[src/rtl/wdt_pkg.sv]
// ---------------------------------------------------------------------------
// wdt_pkg
// Shared types for the watchdog reset controller.
//   rst_cause_e : encoding of the last recorded reset cause (cause_o)
//   rst_fsm_e   : reset pulse sequencer states
// ---------------------------------------------------------------------------
package wdt_pkg;

   typedef enum logic [1:0] {
      CAUSE_NONE = 2'b00,
      CAUSE_WDT  = 2'b01,
      CAUSE_SW   = 2'b10
   } rst_cause_e;

   typedef enum logic [1:0] {
      IDLE    = 2'b00,
      ASSERT  = 2'b01,
      HOLDOFF = 2'b10
   } rst_fsm_e;

endpackage

[src/rtl/wdt_edge_det.sv]
// ---------------------------------------------------------------------------
// wdt_edge_det
// Rising-edge detector for one level input, with an optional 2-flop
// synchronizer in front (enabled by defining WDT_RST_SYNC_EN).
// Ports:
//   clk     : system clock
//   rst     : asynchronous active-high reset
//   sig_i   : raw level input
//   level_o : level as seen by the detector (synchronized when enabled)
//   rise_o  : combinational 1-cycle pulse when level_o goes 0 -> 1
// ---------------------------------------------------------------------------
module wdt_edge_det (
   input  logic clk,
   input  logic rst,
   input  logic sig_i,
   output logic level_o,
   output logic rise_o
);

`ifdef WDT_RST_SYNC_EN
   logic [1:0] sync_q;

   always_ff @(posedge clk or posedge rst) begin
      if (rst) sync_q <= 2'b00;
      else     sync_q <= {sync_q[0], sig_i};
   end

   assign level_o = sync_q[1];
`else
   assign level_o = sig_i;
`endif

   logic prev_q;

   always_ff @(posedge clk or posedge rst) begin
      if (rst) prev_q <= 1'b0;
      else     prev_q <= level_o;
   end

   assign rise_o = level_o & ~prev_q;

endmodule

[src/rtl/wdt_reset_ctrl.sv]
// ---------------------------------------------------------------------------
// wdt_reset_ctrl
// Turns watchdog timeout / software reset request edges into a fixed-width
// stretched system reset, keeps a sticky warning interrupt, and records the
// last reset cause plus a saturating reset-event counter.
// Optional build macro: WDT_RST_SYNC_EN (2-flop input synchronizers,
// event-to-sys_rst_o latency 3 cycles instead of 1).
// Ports:
//   clk, rst        : clock, asynchronous active-high reset
//   wdt_reset_i     : watchdog timeout level (rising edge = event)
//   wdt_warning_i   : watchdog warning level (rising edge = event)
//   sw_rst_req_i    : software reset request level (rising edge = event)
//   irq_ack_i       : clears warn_irq_o
//   clr_cause_i     : clears cause_o and reset_count_o
//   sys_rst_o       : stretched reset, PULSE_CYCLES cycles per event
//   warn_irq_o      : sticky warning interrupt
//   cause_o         : last cause (00 none, 01 watchdog, 10 software)
//   reset_count_o   : saturating count of reset pulses
//   busy_o          : high while in ASSERT or HOLDOFF
// ---------------------------------------------------------------------------
module wdt_reset_ctrl
   import wdt_pkg::*;
#(
   parameter int PULSE_CYCLES = 16,
   parameter int CNT_W        = 8
) (
   input  logic             clk,
   input  logic             rst,
   input  logic             wdt_reset_i,
   input  logic             wdt_warning_i,
   input  logic             sw_rst_req_i,
   input  logic             irq_ack_i,
   input  logic             clr_cause_i,
   output logic             sys_rst_o,
   output logic             warn_irq_o,
   output logic [1:0]       cause_o,
   output logic [CNT_W-1:0] reset_count_o,
   output logic             busy_o
);

   localparam int PCW = $clog2(PULSE_CYCLES + 1);
   localparam logic [PCW-1:0] PULSE_LAST = PCW'(PULSE_CYCLES);

   logic wdt_lvl, wdt_rise;
   logic sw_lvl, sw_rise;
   logic warn_lvl_unused, warn_rise;

   wdt_edge_det u_det_wdt (
      .clk(clk), .rst(rst), .sig_i(wdt_reset_i),
      .level_o(wdt_lvl), .rise_o(wdt_rise)
   );

   wdt_edge_det u_det_sw (
      .clk(clk), .rst(rst), .sig_i(sw_rst_req_i),
      .level_o(sw_lvl), .rise_o(sw_rise)
   );

   wdt_edge_det u_det_warn (
      .clk(clk), .rst(rst), .sig_i(wdt_warning_i),
      .level_o(warn_lvl_unused), .rise_o(warn_rise)
   );

   rst_fsm_e         state_q, state_d;
   logic [PCW-1:0]   pcnt_q, pcnt_d;
   logic             sys_rst_q, sys_rst_d;
   logic             warn_q, warn_d;
   rst_cause_e       cause_q, cause_d;
   logic [CNT_W-1:0] count_q, count_d;
   logic             busy_q;

   always_ff @(posedge clk or posedge rst) begin
      if (rst) begin
         state_q   <= IDLE;
         pcnt_q    <= '0;
         sys_rst_q <= 1'b0;
         warn_q    <= 1'b0;
         cause_q   <= CAUSE_NONE;
         count_q   <= '0;
         busy_q    <= 1'b0;
      end else begin
         state_q   <= state_d;
         pcnt_q    <= pcnt_d;
         sys_rst_q <= sys_rst_d;
         warn_q    <= warn_d;
         cause_q   <= cause_d;
         count_q   <= count_d;
         busy_q    <= (state_d != IDLE);
      end
   end

   always_comb begin
      state_d   = state_q;
      pcnt_d    = pcnt_q;
      sys_rst_d = 1'b0;
      warn_d    = warn_q;
      cause_d   = cause_q;
      count_d   = count_q;

      // Lowest priority first: clears are overridden below by a new event.
      if (clr_cause_i) begin
         cause_d = CAUSE_NONE;
         count_d = '0;
      end
      if (irq_ack_i) warn_d = 1'b0;

      unique case (state_q)
         IDLE: begin
            if (wdt_rise || sw_rise) begin
               state_d   = ASSERT;
               sys_rst_d = 1'b1;
               // pcnt counts cycles sys_rst_o has already been high
               pcnt_d    = PCW'(1);
               cause_d   = wdt_rise ? CAUSE_WDT : CAUSE_SW;
               if (clr_cause_i)       count_d = CNT_W'(1);
               else if (&count_q)     count_d = count_q;
               else                   count_d = count_q + CNT_W'(1);
               warn_d    = 1'b0;
            end else if (warn_rise) begin
               warn_d = 1'b1;
            end
         end
         ASSERT: begin
            if (pcnt_q == PULSE_LAST) begin
               state_d = HOLDOFF;
            end else begin
               pcnt_d    = pcnt_q + PCW'(1);
               sys_rst_d = 1'b1;
            end
         end
         HOLDOFF: begin
            if (!wdt_lvl && !sw_lvl) state_d = IDLE;
         end
         default: state_d = IDLE;
      endcase
   end

   assign sys_rst_o     = sys_rst_q;
   assign warn_irq_o    = warn_q;
   assign cause_o       = cause_q;
   assign reset_count_o = count_q;
   assign busy_o        = busy_q;

endmodule

[config.mk]
export PLATFORM = sky130hd
export DESIGN_NAME = wdt_reset_ctrl
export DESIGN_NICKNAME = d
export VERILOG_FILES = /design/src/rtl/wdt_pkg.sv /design/src/rtl/wdt_edge_det.sv /design/src/rtl/wdt_reset_ctrl.sv
export SDC_FILE = /design/constraint.sdc
export NUM_CORES = 1
export LEC_CHECK = 0
export CORE_UTILIZATION = 54
export DETAILED_ROUTE_END_ITERATION = 7
export HOLD_SLACK_MARGIN = 0.05
export PLACE_DENSITY = 0.82
export SYNTH_ARGS = -nofsm -noshare
export SYNTH_HDL_FRONTEND = slang
export SYNTH_SLANG_ARGS = --single-unit
[constraint.sdc]
create_clock -name clk -period 3.8 [get_ports clk]
set_input_delay 0.76 -clock clk [delete_from_list [all_inputs] [get_ports clk]]
set_output_delay 0.76 -clock clk [all_outputs]
set_load 0.01 [all_outputs]
-- Word level (Yosys, flattened, before mapping)
Index checks and enable logic that the tools add are counted.
- bits in registers: 23
- input port bits: 7
- output and inout port bits: 13
- $add $sub $neg: 2
- equal/unequal tests: 6
- muxes and demuxes: 23
- bitwise gates (word level): 6
- reductions and logical operators: 9
- operators by type and width (cell ; count):
    $mux W8 ; 5
    $mux W2 ; 7
    $mux W5 ; 2
    $pmux W5 S2 ; 1
    $add A8 B1 Y8 const B ; 1
    $reduce_and A8 Y1 ; 1
    $mux W1 ; 6
    $pmux W2 S3 ; 1
    $add A5 B1 Y5 const B ; 1
    $eq A5 B5 Y1 const B ; 1
    $ne A2 B2 Y1 const B ; 2
    $ne A4 B4 Y1 const B ; 1
    $reduce_bool A2 Y1 ; 2
    $and A1 B1 Y1 ; 3
    $not A1 Y1 ; 3
    $reduce_and A3 Y1 ; 1
    $eq A2 B1 Y1 const B ; 1
    $eq A2 B2 Y1 const B ; 1
    $logic_not A1 Y1 ; 2
    $logic_not A2 Y1 ; 1
    $pmux W1 S2 ; 1
    $logic_and A1 B1 Y1 ; 1
    $logic_or A1 B1 Y1 ; 1

-- Depth between registers and ports, before layout
- word-level depth: 6
- gate-level depth with buffers: 6
- gate-level depth less buffers: 6

-- Hierarchy
A second synthesis with hierarchy kept.
- cell total of the unflattened synthesis: 111
- area, all modules: 1182.4 sq um
- by module, submodules not included (module ; times used ; cells an instance ; area an instance (sq um)):
    wdt_reset_ctrl ; 1 ; 99 ; 1032.2
    wdt_edge_det ; 3 ; 4 ; 50.0

-- Worst setup path after synthesis
Ideal clock, no wire load.
- kind: input port to flip-flop
- start point: in sw_rst_req_i
- end point: reg pcnt_q[4]
- setup time: 0.066 ns
- arrival: 1.670 ns
- data required time: 3.734 ns
- path slack: 2.064 ns
- cell stages on the path: 4
- path buffers: 0
- cells stage by stage: nor2b_2 > o21a_1 > or4_1 > nand2_1
- cells in the longest elaborated chain, start to end: 4
- ends and longest elaborated chain (element ; line ; source):
    from (decl) ; wdt_reset_ctrl.sv:31 ; input logic sw_rst_req_i,
    $and A1 B1 Y1 ; wdt_edge_det.sv:40 ; assign rise_o = level_o & ~prev_q;
    $logic_or A1 B1 Y1 ; wdt_reset_ctrl.sv:108 ; if (wdt_rise || sw_rise) begin
    $ne A2 B2 Y1 (no line) ; - ;
    $reduce_and A3 Y1 (no line) ; - ;
    to (signal assigned) ; wdt_reset_ctrl.sv:82 ; pcnt_q <= pcnt_d;
    to (decl) ; wdt_reset_ctrl.sv:64 ; logic [PCW-1:0] pcnt_q, pcnt_d;
No other way between the ends.
A chain may end at the register's enable or synchronous reset.

-- Final worst setup path
- start point: reg count_q[3] (netlist: reset_count_o[3])
- end point: out reset_count_o[3]
- RTL lines (element ; line ; source):
    from (decl) ; wdt_reset_ctrl.sv:68 ; logic [CNT_W-1:0] count_q, count_d;
    from (signal assigned) ; wdt_reset_ctrl.sv:86 ; count_q <= count_d;
    to (decl) ; wdt_reset_ctrl.sv:37 ; output logic [CNT_W-1:0] reset_count_o,
No word-level cell between the ends.

==> impl_metrics.json <==
{
  "critical_path.top_delay_family": "buffers and inverters",
  "top_level_ports": 20,
  "final_net_count": 134,
  "grt_antenna_before_repair": 0,
  "first_global_vias": 742,
  "grt_overflow_total": 0,
  "fill_cells": 151,
  "rows": 16,
  "most_common_cell_after_layout_fill_and_taps_aside": "sky130_fd_sc_hd__dfrtp_1",
  "chipWidth_um": 47.4,
  "multi_input_area_um2": 499,
  "post-dp-hpwl_mm": 1.64,
  "dieArea_um2": 2240,
  "maxCapViolations": 0,
  "clock_sink_count": 23,
  "layout.core_utilization_pct": 69.8,
  "clkSlewWorstSetupHoldPaths_ps": 140,
  "detail_route.wirelength.met1_mm": 1.06,
  "layout-drive-gt1-share_pct": 9.76,
  "grt_max_degree": 24,
  "cp.arrival_ps": 1380,
  "routed_via_density": 5.69,
  "setup_viol": 0,
  "share_of_synthesized_area_occupied_by_flip_flops_and_latches_pct": 51.8,
  "met2RoutedLength_mm": 1.17,
  "crit_fanout": 6,
  "buffer_type_at_the_clock_tree_root": "sky130_fd_sc_hd__clkbuf_4",
  "initial_core_util_pct": 57.2,
  "portBuffers": 19,
  "tritoncts_clock_tree": "done",
  "powerDensity_nw_per_um2": 509,
  "gr-usage-all-layers_pct": 22.4,
  "worstSkewPairLatency_ps": 330,
  "syn_area_per_cell_um2": 10.9,
  "htree_levels": 1,
  "run_status": "completed",
  "post_synth_main_area_contributors": "sky130_fd_sc_hd__dfrtp_1, sky130_fd_sc_hd__ha_1, sky130_fd_sc_hd__nand2_1",
  "post-route-period-util_pct": 56.2,
  "slew-limit-headroom_pct": 44.6,
  "clock_path_buffers": 2,
  "setup_tns_ps": 0,
  "leakagePower_nw": 0.580,
  "post_cts.repair.setup_buffers": 0,
  "synthCells": 102,
  "core_area_um2": 1940,
  "mostFrequentLayoutCells": "sky130_fd_sc_hd__dfrtp_1, sky130_fd_sc_hd__clkdlybuf4s50_1, sky130_fd_sc_hd__nand2_1",
  "cts_hold_buffers": 0,
  "irDropWorstVdd_mv": 0.492,
  "hold_path_depth": 2,
  "slew_violations": 0,
  "worst_clock_skew_ps": 14.3,
  "drt_wl_total_mm": 2.30,
  "avgRoutedWirePerCell_um": 15.3,
  "grt_setup_unrepaired": "no",
  "netlist.area_leader.share_pct": 51.8,
  "synth_area_leader_cell": "sky130_fd_sc_hd__dfrtp_1",
  "critical_path_depth": 1,
  "die_h_um": 47.4,
  "drtIter0Drc": 10,
  "storage_cell_area_um2": 576,
  "num_vias": 853,
  "cpMaxStageDelayCell": "sky130_fd_sc_hd__clkdlybuf4s50_1",
  "dr_wl_met3_um": 65,
  "timing.final.hold_violations": 0,
  "worst_ep_required_time_ps": 3040,
  "startpoint_type": "register",
  "number_of_distinct_library_cell_variants_in_the_gate_level_netlist_after_synthesis": 39,
  "yosys_warnings": 0,
  "total_power_mw": 0.689,
  "hold_path.class": "reg2reg",
  "synth-seq-cells": 23,
  "hold_ws_ps": 550,
  "first_pass_grt_wire_length_mm": 3.43,
  "cts_resized": 0,
  "cts_buffers": 3,
  "setup.worst_path.class": "reg2out",
  "worst-r2r-cell-count": 4,
  "gpl.final_weighted_congestion": 0.787,
  "path_cells": "clkdlybuf4s50_1",
  "antennaDiodeCount": 0,
  "worst_pin_slew_ps": 831,
  "drt_first_pass_iters": 4,
  "drt_drc_violations_left": 0,
  "period_needed_ps": 2140,
  "worst_setup_path_end_kind": "primary output",
  "area.growth.synth_to_final_pct": 22.0,
  "top_signal_layer_used": "met3",
  "max_stage_delay_ps": 580,
  "total_nets_after_synthesis": 112,
  "max_freq_ghz": 0.468,
  "route.antenna.remaining_nets": 0,
  "critical_path_buf_inv_count": 1,
  "mappedNetlistArea_um2": 1110
}
-- layer usage --
layer / up-vias / GRT usage (%)
li1: 414 / -
met1: 427 / 30.2
met2: 12 / 36.2
met3: 0 / 6.92
met4: 0 / 3.43
met5: - / 0
-- registers in the layout, summed over array words and instances (netlist names) --
| register | flops |
|---|---|
| u_det_sw.prev_q | 1 |
| cause_o | 2 |
| warn_irq_o | 1 |
| pcnt_q | 5 |
| reset_count_o | 8 |
| u_det_warn.prev_q | 1 |
| state_q | 2 |
| u_det_wdt.prev_q | 1 |
| busy_o | 1 |
| sys_rst_o | 1 |
-- cells in the mapped netlist, drive strengths merged --
cell,count
o21a,1
xnor2,1
o311ai,1
nor3,2
nand4,2
buf,2
mux2,1
a31oi,1
or4,4
and2b,1
nand2b,2
nand3,4
ha,3
nand2,11
and4,2
o211ai,3
nor2b,3
nor4b,1
or4b,1
a32o,1
nor2,6
dfrtp,23
xor2,1
nand4bb,1
a22oi,1
o31ai,2
nand3b,2
a21oi,6
mux2i,1
o21ai,3
inv,7
o41ai,2
-- report_power, final --
group | switching [mW] | total, mW | internal, mW
registers | 0.0444 | 0.342 | 0.297
clock network | 0.0786 | 0.119 | 0.0403
logic | 0.121 | 0.229 | 0.107
total | 0.244 | 0.689 | 0.445
-- cell families after synthesis --
logic type / count (synthesis) / synth area share, %
flops: 23 / 51.8
mux: 2 / 1.91
buf+inv: 9 / 3.27
fa+ha+maj: 3 / 3.38
simple gates: 42 / 25.1
xor+xnor: 2 / 1.58
compound gates: 21 / 13.0
-- worst paths after layout --
path / slack, ps / to / from
setup / recovery: 1660 / reset_count_o[3] / reset_count_o[3]$_DFFE_PP0P_
hold / removal: 550 / warn_irq_o$_DFF_PP0_ / u_det_warn.prev_q$_DFF_PP0_
setup reg to reg: 2140 / reset_count_o[4]$_DFFE_PP0P_ / state_q[1]$_DFF_PP0_
hold reg to reg: 550 / warn_irq_o$_DFF_PP0_ / u_det_warn.prev_q$_DFF_PP0_
max in group asynchronous: 2390 / u_det_warn.prev_q$_DFF_PP0_ / rst
min in group asynchronous: 890 / reset_count_o[5]$_DFFE_PP0P_ / rst
-- metrics by stage --
| step | setup WS, ps | area, um2 | instances |
|---|---|---|---|
| 3_5_place_dp | 1330 | 1330 | 146 |
| 5_1_grt | 1580 | 1360 | 150 |
| 4_1_cts | 1670 | 1360 | 150 |
| 6_report | 1660 | 1360 | 150 |
| 2_1_floorplan | 2060 | 1110 | 102 |
| 3_3_place_gp | 1390 | 1330 | 146 |
-- cell type report --
type                       count  share of cell area (%)
clock buffer                   3                    1.66
clock inverter                 1                   0.554
inverter                       7                    1.94
multi-input combinational     70                    36.8
sequential                    23                    42.5
tap                           27                    2.49
timing repair buffer          19                    14.0
(Power assumes the default switching activity.)
